===== src/rtl/control_seq_pkg.sv =====
`default_nettype none
// ============================================================================
// Module   : control_seq_pkg
// Brief    : Shared types for the control sequencer: FSM states, opcode
//            values and the opcode classifier used by the decoder.
// Revision : 1.0 - initial release
// ============================================================================
package control_seq_pkg;

  typedef enum logic [2:0] {
    ST_IDLE  = 3'd0,
    ST_PCRST = 3'd1,
    ST_EXEC  = 3'd2,
    ST_MEMW  = 3'd3,
    ST_HALT  = 3'd4
  } state_t;

  localparam logic [4:0] OP_ALU_MAX = 5'd16;
  localparam logic [4:0] OP_LOADM   = 5'd17;
  localparam logic [4:0] OP_LOADV   = 5'd18;
  localparam logic [4:0] OP_STOREM  = 5'd19;
  localparam logic [4:0] OP_STOREV  = 5'd20;
  localparam logic [4:0] OP_SLT     = 5'd21;
  localparam logic [4:0] OP_BEQ     = 5'd22;
  localparam logic [4:0] OP_RB      = 5'd23;
  localparam logic [4:0] OP_AB      = 5'd24;
  localparam logic [4:0] OP_DONE    = 5'd31;

  // Behavioural groups: opcodes within a class drive identical enables
  typedef enum logic [3:0] {
    CL_ACC    = 4'd0,   // ALU ops, loadv, slt: accumulator write
    CL_LOADM  = 4'd1,
    CL_STOREM = 4'd2,
    CL_STOREV = 4'd3,
    CL_BEQ    = 4'd4,
    CL_RB     = 4'd5,
    CL_AB     = 4'd6,
    CL_RSVD   = 4'd7,
    CL_DONE   = 4'd8
  } op_class_t;

  // Map an opcode onto its class; any set bit above the 5-bit range is reserved
  function automatic op_class_t op_class(input logic [4:0] op, input logic hi_nz);
    op_class_t cls;
    cls = CL_RSVD;
    if (!hi_nz) begin
      if (op <= OP_ALU_MAX) begin
        cls = CL_ACC;
      end else begin
        case (op)
          OP_LOADM:        cls = CL_LOADM;
          OP_LOADV, OP_SLT: cls = CL_ACC;
          OP_STOREM:       cls = CL_STOREM;
          OP_STOREV:       cls = CL_STOREV;
          OP_BEQ:          cls = CL_BEQ;
          OP_RB:           cls = CL_RB;
          OP_AB:           cls = CL_AB;
          OP_DONE:         cls = CL_DONE;
          default:         cls = CL_RSVD;
        endcase
      end
    end
    return cls;
  endfunction

endpackage
`default_nettype wire


===== src/rtl/control_seq_if.sv =====
`default_nettype none
// ============================================================================
// Module   : control_seq_if
// Brief    : Handshake / decode bundle between program source and the
//            control sequencer. The master drives req and instruction.
// Revision : 1.0 - initial release
// ============================================================================
interface control_seq_if #(
  parameter int INSTR_W = 9,
  parameter int OP_W    = 5,
  parameter int CNT_W   = 16
);
  logic               req;
  logic [INSTR_W-1:0] instruction;
  logic [OP_W-1:0]    alu_op;
  logic               reg_write_enable;
  logic               acc_write_enable;
  logic               dat_write_enable;
  logic               mem_read_enable;
  logic               compare_enable;
  logic               reljump_enable;
  logic               absjump_enable;
  logic               acc_src;
  logic               pc_reset;
  logic               pc_enable;
  logic               done;
  logic               illegal_op;
  logic [CNT_W-1:0]   cycle_count;
  logic [CNT_W-1:0]   instr_count;

  modport master (
    output req, instruction,
    input  alu_op, reg_write_enable, acc_write_enable, dat_write_enable,
           mem_read_enable, compare_enable, reljump_enable, absjump_enable,
           acc_src, pc_reset, pc_enable, done, illegal_op, cycle_count, instr_count
  );

  modport slave (
    input  req, instruction,
    output alu_op, reg_write_enable, acc_write_enable, dat_write_enable,
           mem_read_enable, compare_enable, reljump_enable, absjump_enable,
           acc_src, pc_reset, pc_enable, done, illegal_op, cycle_count, instr_count
  );
endinterface
`default_nettype wire


===== src/rtl/control_seq_sat_counter.sv =====
`default_nettype none
// ============================================================================
// Module   : sat_counter
// Brief    : Up-counter with synchronous clear that sticks at all-ones.
// Revision : 1.0 - initial release
// ============================================================================
module sat_counter #(
  parameter int CNT_W = 16
) (
  input  wire logic             clk,
  input  wire logic             rst_n,
  input  wire logic             clr_i,
  input  wire logic             inc_i,
  output logic [CNT_W-1:0]      q_o
);

  logic [CNT_W-1:0] cnt_q;

  // Clear wins over increment; increment stops at all-ones
  always_ff @(posedge clk) begin
    if (!rst_n) begin
      cnt_q <= '0;
    end else if (clr_i) begin
      cnt_q <= '0;
    end else if (inc_i && (cnt_q != {CNT_W{1'b1}})) begin
      cnt_q <= cnt_q + 1'b1;
    end
  end

  assign q_o = cnt_q;

endmodule
`default_nettype wire


===== src/rtl/control_seq.sv =====
`default_nettype none
// ============================================================================
// Module   : control_seq
// Brief    : Clocked program sequencer. Decodes the opcode of the current
//            instruction into datapath enables, stretches loadm by MEM_LAT
//            wait states, flags reserved opcodes and counts cycles and
//            retired instructions per run.
// Revision : 1.0 - initial release
// ============================================================================
module control_seq
  import control_seq_pkg::*;
#(
  parameter int INSTR_W = 9,
  parameter int OP_W    = 5,
  parameter int MEM_LAT = 1,
  parameter int CNT_W   = 16
) (
  input wire logic      clk,
  input wire logic      rst_n,
  control_seq_if.slave  bus
);

  // Last wait-state index before the load completes (unused when MEM_LAT=0)
  localparam logic [3:0] LAT_LAST = (MEM_LAT > 0) ? 4'(MEM_LAT - 1) : 4'd0;

  state_t      state_q, state_d;
  logic [3:0]  wait_q, wait_d;
  logic        illegal_q, illegal_d;

  logic [OP_W-1:0] opcode;
  logic            op_hi_nz;
  op_class_t       cls;

  logic reg_we, acc_we, dat_we, mem_re, cmp_en, rel_en, abs_en;
  logic acc_src, pc_reset, pc_en, done;
  logic cnt_clr, cyc_inc, ins_inc;

  // Operand bits are consumed by the datapath, not by the sequencer
  logic unused_operand;
  assign unused_operand = ^bus.instruction;

  assign opcode = bus.instruction[INSTR_W-1 -: OP_W];

  if (OP_W > 5) begin : g_op_hi
    assign op_hi_nz = |opcode[OP_W-1:5];
  end else begin : g_op_narrow
    assign op_hi_nz = 1'b0;
  end

  assign cls = op_class(opcode[4:0], op_hi_nz);

  // Next-state and output decode from current state and instruction
  always_comb begin
    state_d   = state_q;
    wait_d    = wait_q;
    illegal_d = illegal_q;
    reg_we    = 1'b0;
    acc_we    = 1'b0;
    dat_we    = 1'b0;
    mem_re    = 1'b0;
    cmp_en    = 1'b0;
    rel_en    = 1'b0;
    abs_en    = 1'b0;
    acc_src   = 1'b1;
    pc_reset  = 1'b0;
    pc_en     = 1'b0;
    done      = 1'b0;
    cnt_clr   = 1'b0;
    cyc_inc   = 1'b0;
    ins_inc   = 1'b0;

    case (state_q)
      ST_IDLE, ST_HALT: begin
        done = 1'b1;
        if (bus.req) state_d = ST_PCRST;
      end

      ST_PCRST: begin
        pc_reset  = 1'b1;
        cnt_clr   = 1'b1;
        illegal_d = 1'b0;
        wait_d    = '0;
        if (!bus.req) state_d = ST_EXEC;
      end

      ST_EXEC: begin
        if (bus.req) begin
          // Restart beats any opcode: nothing executes this cycle
          pc_reset = 1'b1;
          cnt_clr  = 1'b1;
          state_d  = ST_PCRST;
        end else begin
          cyc_inc = 1'b1;
          pc_en   = 1'b1;
          case (cls)
            CL_ACC:    acc_we = 1'b1;
            CL_LOADM: begin
              mem_re  = 1'b1;
              acc_src = 1'b0;
              if (MEM_LAT == 0) begin
                acc_we = 1'b1;
              end else begin
                pc_en   = 1'b0;
                wait_d  = '0;
                state_d = ST_MEMW;
              end
            end
            CL_STOREM: dat_we = 1'b1;
            CL_STOREV: reg_we = 1'b1;
            CL_BEQ: begin
              cmp_en = 1'b1;
              rel_en = 1'b1;
            end
            CL_RB:     rel_en = 1'b1;
            CL_AB:     abs_en = 1'b1;
            CL_DONE: begin
              pc_en   = 1'b0;
              state_d = ST_HALT;
            end
            default:   illegal_d = 1'b1;
          endcase
          ins_inc = pc_en | (cls == CL_DONE);
        end
      end

      ST_MEMW: begin
        if (bus.req) begin
          pc_reset = 1'b1;
          cnt_clr  = 1'b1;
          wait_d   = '0;
          state_d  = ST_PCRST;
        end else begin
          cyc_inc = 1'b1;
          mem_re  = 1'b1;
          acc_src = 1'b0;
          if (wait_q == LAT_LAST) begin
            acc_we  = 1'b1;
            pc_en   = 1'b1;
            ins_inc = 1'b1;
            wait_d  = '0;
            state_d = ST_EXEC;
          end else begin
            wait_d = wait_q + 4'd1;
          end
        end
      end

      default: begin
        state_d = ST_IDLE;
        wait_d  = '0;
      end
    endcase
  end

  // Sequencer state, load wait counter and sticky reserved-opcode flag
  always_ff @(posedge clk) begin
    if (!rst_n) begin
      state_q   <= ST_IDLE;
      wait_q    <= '0;
      illegal_q <= 1'b0;
    end else begin
      state_q   <= state_d;
      wait_q    <= wait_d;
      illegal_q <= illegal_d;
    end
  end

  sat_counter #(.CNT_W(CNT_W)) u_cycle_cnt (
    .clk   (clk),
    .rst_n (rst_n),
    .clr_i (cnt_clr),
    .inc_i (cyc_inc),
    .q_o   (bus.cycle_count)
  );

  sat_counter #(.CNT_W(CNT_W)) u_instr_cnt (
    .clk   (clk),
    .rst_n (rst_n),
    .clr_i (cnt_clr),
    .inc_i (ins_inc),
    .q_o   (bus.instr_count)
  );

  assign bus.alu_op           = opcode;
  assign bus.reg_write_enable = reg_we;
  assign bus.acc_write_enable = acc_we;
  assign bus.dat_write_enable = dat_we;
  assign bus.mem_read_enable  = mem_re;
  assign bus.compare_enable   = cmp_en;
  assign bus.reljump_enable   = rel_en;
  assign bus.absjump_enable   = abs_en;
  assign bus.acc_src          = acc_src;
  assign bus.pc_reset         = pc_reset;
  assign bus.pc_enable        = pc_en;
  assign bus.done             = done;
  assign bus.illegal_op       = illegal_q;

endmodule
`default_nettype wire

===== src/flat_wrapper.sv =====
// flat-port wrapper written by rule: the top's interface ports become plain ports
module control_seq_flat import control_seq_pkg::*;
#(
  parameter int INSTR_W = 9,
  parameter int OP_W    = 5,
  parameter int MEM_LAT = 1,
  parameter int CNT_W   = 16
)
  (clk, rst_n, bus_req, bus_instruction, bus_alu_op, bus_reg_write_enable, bus_acc_write_enable, bus_dat_write_enable, bus_mem_read_enable, bus_compare_enable, bus_reljump_enable, bus_absjump_enable, bus_acc_src, bus_pc_reset, bus_pc_enable, bus_done, bus_illegal_op, bus_cycle_count, bus_instr_count);
  control_seq_if #(.INSTR_W(INSTR_W), .OP_W(OP_W), .CNT_W(CNT_W)) bus_i ();
  input wire logic clk;
  input wire logic rst_n;
  input wire logic [$bits(bus_i.req)-1:0] bus_req;
  input wire logic [$bits(bus_i.instruction)-1:0] bus_instruction;
  output wire logic [$bits(bus_i.alu_op)-1:0] bus_alu_op;
  output wire logic [$bits(bus_i.reg_write_enable)-1:0] bus_reg_write_enable;
  output wire logic [$bits(bus_i.acc_write_enable)-1:0] bus_acc_write_enable;
  output wire logic [$bits(bus_i.dat_write_enable)-1:0] bus_dat_write_enable;
  output wire logic [$bits(bus_i.mem_read_enable)-1:0] bus_mem_read_enable;
  output wire logic [$bits(bus_i.compare_enable)-1:0] bus_compare_enable;
  output wire logic [$bits(bus_i.reljump_enable)-1:0] bus_reljump_enable;
  output wire logic [$bits(bus_i.absjump_enable)-1:0] bus_absjump_enable;
  output wire logic [$bits(bus_i.acc_src)-1:0] bus_acc_src;
  output wire logic [$bits(bus_i.pc_reset)-1:0] bus_pc_reset;
  output wire logic [$bits(bus_i.pc_enable)-1:0] bus_pc_enable;
  output wire logic [$bits(bus_i.done)-1:0] bus_done;
  output wire logic [$bits(bus_i.illegal_op)-1:0] bus_illegal_op;
  output wire logic [$bits(bus_i.cycle_count)-1:0] bus_cycle_count;
  output wire logic [$bits(bus_i.instr_count)-1:0] bus_instr_count;
  assign bus_i.req = bus_req;
  assign bus_i.instruction = bus_instruction;
  assign bus_alu_op = bus_i.alu_op;
  assign bus_reg_write_enable = bus_i.reg_write_enable;
  assign bus_acc_write_enable = bus_i.acc_write_enable;
  assign bus_dat_write_enable = bus_i.dat_write_enable;
  assign bus_mem_read_enable = bus_i.mem_read_enable;
  assign bus_compare_enable = bus_i.compare_enable;
  assign bus_reljump_enable = bus_i.reljump_enable;
  assign bus_absjump_enable = bus_i.absjump_enable;
  assign bus_acc_src = bus_i.acc_src;
  assign bus_pc_reset = bus_i.pc_reset;
  assign bus_pc_enable = bus_i.pc_enable;
  assign bus_done = bus_i.done;
  assign bus_illegal_op = bus_i.illegal_op;
  assign bus_cycle_count = bus_i.cycle_count;
  assign bus_instr_count = bus_i.instr_count;
  control_seq #(.INSTR_W(INSTR_W), .OP_W(OP_W), .MEM_LAT(MEM_LAT), .CNT_W(CNT_W)) u_core (.clk(clk), .rst_n(rst_n), .bus(bus_i));
endmodule

===== config.mk =====
export PLATFORM = sky130hd
export DESIGN_NAME = control_seq_flat
export DESIGN_NICKNAME = d
export VERILOG_FILES = /design/src/rtl/control_seq_pkg.sv /design/src/rtl/control_seq_if.sv /design/src/rtl/control_seq_sat_counter.sv /design/src/rtl/control_seq.sv /design/src/flat_wrapper.sv
export SDC_FILE = /design/constraint.sdc
export NUM_CORES = 1
export LEC_CHECK = 0
export BUFFER_PORTS_ARGS = -buffer_cell sky130_fd_sc_hd__buf_2
export CORE_ASPECT_RATIO = 0.9
export CORE_MARGIN = 10
export CORE_UTILIZATION = 53
export CTS_CLUSTER_SIZE = 14
export DETAILED_ROUTE_END_ITERATION = 7
export PLACE_DENSITY = 0.8
export SYNTH_ARGS = -nofsm -noshare
export SYNTH_HDL_FRONTEND = slang
export SYNTH_SLANG_ARGS = --single-unit

===== constraint.sdc =====
create_clock -name clk -period 3.1 [get_ports clk]
set_input_delay 0.62 -clock clk [delete_from_list [all_inputs] [get_ports clk]]
set_output_delay 0.62 -clock clk [all_outputs]
set_load 0.005 [all_outputs]

== Word level (Yosys, flattened, before mapping) ==
Memories as Yosys holds them, arrays and structs flattened.
Index checks and enable logic that the tools add are counted.

* Bits in registers: 40
* ROM bits: 128
* Word-level logic and storage cells: 102
* Memories: 1

{| class="wikitable"
|+ Memories
! memory !! words !! width !! read ports !! clocked after memory_dff !! write ports !! RTL line !! text
|-
| (no name shown) || 32 || 4 || 1 || 0 || 0 || control_seq_pkg.sv:50 || <nowiki>case (op)</nowiki>
|}

* $add $sub $neg: 3
* Magnitude comparators: 1
* Eq/ne operators: 20
* Muxes and demuxes: 54
* Bitwise logic cells: 3
* Reductions and logical operators: 15

{| class="wikitable"
|+ Operator list
! cell !! number
|-
| $mux W1 || 34
|-
| $add A16 B1 Y16 const B || 2
|-
| $ne A16 B16 Y1 const B || 2
|-
| $mux W4 || 5
|-
| $mux W3 || 5
|-
| $pmux W1 S2 || 7
|-
| $eq A4 B3 Y1 const B || 3
|-
| $pmux W3 S4 || 1
|-
| $pmux W4 S3 || 1
|-
| $reduce_or A2 Y1 || 5
|-
| $eq A4 B2 Y1 const B || 2
|-
| $logic_not A4 Y1 || 2
|-
| $ne A2 B2 Y1 const B || 4
|-
| $reduce_or A8 Y1 || 1
|-
| $eq A3 B2 Y1 const B || 2
|-
| $pmux W3 S2 || 1
|-
| $reduce_and A3 Y1 || 2
|-
| $le A5 B5 Y1 const B || 1
|-
| $add A4 B1 Y4 const B || 1
|-
| $eq A4 B1 Y1 const B || 1
|-
| $eq A4 B4 Y1 const B || 1
|-
| $ne A4 B2 Y1 const B || 1
|-
| $reduce_and A4 Y1 || 1
|-
| $eq A3 B1 Y1 const B || 1
|-
| 8 further kinds || 10
|}

== Depth between registers and ports, before layout ==
* Depth after elaboration: 11
* Gate-level depth with buffers: 9
* Gate-level depth less buffers: 7

== Hierarchy ==
A second synthesis with hierarchy kept.

* Cells, all modules: 293
* Area, all modules: 2566.2 µm²

{| class="wikitable"
|+ Modules (own cells, without submodules)
! module !! instances !! cells each !! area each (µm²)
|-
| sat_counter || 2 || 91 || 864.6
|-
| control_seq || 1 || 111 || 837.1
|}

== Worst setup path before layout ==
OpenSTA, ideal clock, no wires.

* Kind: input to output
* Start point: input bus_instruction[4]
* End point: output bus_acc_src
* Arrival time: 1867 ps
* Required time: 2480 ps
* Setup slack: 613 ps
* Stages: 6
* Path buffers: 0
* Cell sequence: inv_1 -> ha_1 -> or4b_4 -> o21ba_2 -> nor2_1 -> inv_1

* Word-level cells in the longest chain between the ends: 6
* Elaborated cells on any way between the ends: 7
* Those cells by class: order compare: 1; eq/ne: 1; mux: 4; memory: 1

{| class="wikitable"
|+ RTL lines
! element !! RTL line !! text
|-
| start: declaration || flat_wrapper.sv:14 || <nowiki>input wire logic [$bits(bus_i.instruction)-1:0] bus_instruction;</nowiki>
|-
| $mem_v2 Z32 W4 or $le A5 B5 Y1 (tied branches) || -- ||
|-
| $mux W4 (*) || control_seq_pkg.sv:47 || <nowiki>if (op <= OP_ALU_MAX) begin</nowiki>
|-
| $eq A4 B1 Y1 (*) || control_seq.sv:95 || <nowiki>case (cls)</nowiki>
|-
| $mux W1 (*) || control_seq.sv:95 ||
|-
| $mux W1 (*) || control_seq.sv:87 || <nowiki>if (bus.req) begin</nowiki>
|-
| $pmux W1 S2 (*) || control_seq.sv:72 || <nowiki>case (state_q)</nowiki>
|-
| end: declaration || flat_wrapper.sv:23 || <nowiki>output wire logic [$bits(bus_i.acc_src)-1:0] bus_acc_src;</nowiki>
|}

Mark *: on every way between the ends. The rest lies on a longest branch, timed or not.

== Worst setup path after layout ==
* Start point: input bus_instruction[5]
* End point: output bus_pc_enable

* Word-level cells in the longest chain between the ends: 9
* Elaborated cells on any way between the ends: 11
* Those cells by class: order compare: 1; eq/ne: 2; mux: 6; reduce/logical: 1; memory: 1

{| class="wikitable"
|+ RTL lines
! element !! RTL line !! text
|-
| $mem_v2 Z32 W4 or $le A5 B5 Y1 (tied branches) || -- ||
|-
| $mux W4 (*) || control_seq_pkg.sv:47 ||
|-
| $eq A4 B1 Y1 or $eq A4 B4 Y1 (tied branches) || control_seq.sv:95 ||
|-
| $reduce_or A2 Y1 (no source line) (*) || -- ||
|-
| $mux W1 (*) || -- ||
|-
| $mux W1 (*) || control_seq.sv:87 ||
|-
| $mux W1 (*) || control_seq.sv:72 ||
|-
| $mux W1 (*) || control_seq.sv:87 ||
|-
| $pmux W1 S2 (*) || control_seq.sv:72 ||
|-
| end: declaration || flat_wrapper.sv:25 || <nowiki>output wire logic [$bits(bus_i.pc_enable)-1:0] bus_pc_enable;</nowiki>
|}

Mark *: on every way between the ends. The rest lies on a longest branch, timed or not. The select of a mux whose other input is x is not followed.

==> summary.md <==
| Metric | Value |
|---|---|
| TritonRoute pass-1 iters | `4` |
| Tmin final | `2.85 ns` |
| Top cells by area, synth | `dfxtp_1 33%, nor2_1 5.8%, a21oi_1 3.7%` |
| Post-CTS resize count | `0` |
| Post-Place Worst Slack | `0.272 ns` |
| Leak | `1.11 nW` |
| Reg clk slew, reported paths | `0.08 ns` |
| # IOs | `61` |
| Type of the most critical hold path | `reg2reg` |
| CP Max Fanout | `6` |
| Starting Density | `a little over half` |
| Status | `finished, final reports clean` |
| Slew HR | `approximately 49%` |
| Final Cell Area | `2780 um^2` |
| Final Non-Filler Cells | `around 410` |
| Root Buffer Master | `clkbuf_8` |
| Clk Latency, worst-skew pair | `roughly 0.3 ns` |
| Drt first-iter violations | `120` |
| Library cells used by synthesis | `52` |
| Postcts setup bufs | `0` |
| Post-synthesis register bit count | `40` |
| Final routed DRC violation total | `0` |
| Cell taking the most area after synthesis | `dfxtp_1` |
| H-tree Lvls | `2` |
| Cell count after placement | `404` |
| Vias | `2325` |
| Footprint of the multi-input gates | `1440 um^2` |
| Top_reg_cell synth | `dfxtp_1` |
| Hpwl dp | `4420 um` |
| Post-Route WL | `5940 um` |
| Post-detailed-route count of antenna-violating nets | `0` |
| Reg2reg path depth | `8` |
| Antenna diodes | `0` |
| Core area | `4430 um^2` |
| Post-detailed-route wirelength per cell | `14.4 um` |
| Post-Syn Area per Cell | `roughly 7.9 um^2` |
| Crit Path Class | `in2out` |
| Slack of the critical path | `between 0.2 and 0.3 ns` |
| Placer congestion estimate | `0.800` |
| Clk_skew | `0.0101 ns` |
| RSZ-0062 raised after global routing | `false` |
| Initial antenna violation count | `0` |
| DP Area | `2670 um^2` |
| Number of global-route vias before repair | `2159` |
| Tcrit/Tclk final | `about nine tenths` |
| Post-Syn Nets | `approximately 320` |
| Ys async rst share | `0%` |
| Commonest non-fill, non-tap cell in the layout | `buf_2` |
| Peak VDD IR | `0.274 mV` |
| Post-synth EDFFs | `0` |
| Share of the synthesized area in the top cell type | `33.3%` |
| Final setup viols | `0` |
| Die width | `91.0 um` |
| Die Y | `83.9 um` |
| Grt ovf | `0` |
| Fmax | `351 MHz` |
| FILL cells | `433` |
| Global Route Usage Sum | `15.3%` |
| Hold buffers post-CTS | `0` |
| Hold WS | `0.442 ns` |
| Clk buf depth | `2` |
| Num CTS Buffers | `5` |
| Sequential-to-total area share from yosys stat | `33.3%` |
| PwrDens | `approximately 370 nW/um^2` |
| CTS tree | `done` |
| Setup_tns | `0 ns` |
| Critical path required time | `2.48 ns` |
| Max Slew Vio Count | `0` |
| Worst path arrival time | `2.23 ns` |
| CTS sink count | `40` |
| Worst Max-Slew Pin Slew | `0.760 ns` |
| Startpoint types | `primary input` |
| Syn. warnings | `0` |
| Buffers added on ports | `56` |
| DIE AREA | `7630 um^2` |
| Share of cells above drive strength 1 | `22.0%` |
| WHS Path Cells | `2` |
| Final Hold Vio Count | `0` |
| Global-route wire length before repair | `10100 um` |
| Max-cap violations | `0` |
| Drt via density | `between 5 and 6` |
| Core Rows | `23` |
| Final layout net count | `368` |
| Most frequent cells in the layout | `56 x buf_2, 40 x dfxtp_1, 37 x nor2_1, 24 x nand2_1, 18 x a21oi_1` |
| Register area | `801 um^2` |
| Largest net degree at the start of global routing | `19` |
| Cell Area, Synth | `between 2000 and 2500 um^2` |
| Crit. End Element | `primary output` |
| Syn Inst Count | `304` |
| Area Growth Syn to Fin | `15.7%` |
-- critical path, cell delays in order --
cell and delay [ns]:
buf_2 0.14, inv_1 0.08, ha_1 0.24, or4b_4 0.55, o21ba_2 0.26, a21oi_1 0.16
nor2_1 0.05, buf_2 0.12
-- through the flow --
| stage | util, % | power, mW |
|---|---|---|
| 3_5_place_dp | 60.2 | 0.612 |
| 4_1_cts | 62.7 | 1.03 |
| 2_1_floorplan | - | 0.590 |
| 6_report | 62.7 | 1.03 |
| 5_1_grt | 62.7 | 1.07 |
| 3_3_place_gp | 60.2 | 0.610 |
-- sequential cells by signal, summed over array words and instances (netlist names) --
| signal | flops |
|---|---|
| u_core.u_cycle_cnt.q_o | 16 |
| u_core.u_instr_cnt.q_o | 16 |
| u_core.wait_q | 4 |
| u_core.state_q | 3 |
| u_core.bus.illegal_op | 1 |
-- report_power, final --
group	switching, mW	internal (mW)	total [mW]
logic	0.0493	0.0306	0.0800
registers	0.00497	0.515	0.520
clock network	0.189	0.238	0.427
-- cell type report --
| class | instances | share of cell area (%) |
|---|---|---|
| multi-input combinational | 233 | 51.9 |
| sequential | 40 | 28.8 |
| timing repair buffer | 61 | 11.4 |
| tap | 62 | 2.79 |
| clock buffer | 5 | 2.48 |
| clock inverter | 3 | 1.53 |
| inverter | 8 | 1.08 |
-- Yosys cell counts, types with 5 or more instances --
library cell   n
ha_1           7
inv_1          8
o31ai_1        8
clkbuf_1      12
nor3_1        15
nand2_1       24
dfxtp_1       40
nand3_1       16
or4_1          6
and3_1         8
buf_4          6
a21oi_1       18
o21ai_0       11
nor3b_1        5
nor2_1        37
nand4_1        9
xnor2_1       10
xor2_1         5
-- kinds of logic (layout without fill, tap and decap cells) --
kind of cell    after synthesis  in the layout  share of synthesized area (%)
compound gates               61             61                           16.6
xor+xnor                     15             15                           5.47
fa+ha+maj                     7              7                           3.64
buf+inv                      31             77                           6.82
flops                        40             40                           33.3
mux                           3              3                           1.25
simple gates                147            147                           33.0
-- worst paths after layout --
kind / to / from / slack, ns
max reg2reg: u_core.u_instr_cnt.q_o[13] / u_core.wait_q[0] / 0.88
min: u_core.bus.illegal_op / u_core.bus.illegal_op / 0.44
min reg2reg: u_core.bus.illegal_op / u_core.bus.illegal_op / 0.44
max: bus_pc_enable / bus_instruction[5] / 0.25
-- per-layer routing --
layer  vias to the layer above  part of all wire, %  GRT usage, %
met3                         7                  5.4          4.68
met1                      1072                   47          18.5
li1                       1187                    -             -
met4                         0                  1.3          6.12
met2                        59                   46          24.5
met5                         -                    0             0
No activity file was read; power rests on OpenSTA's default activity.
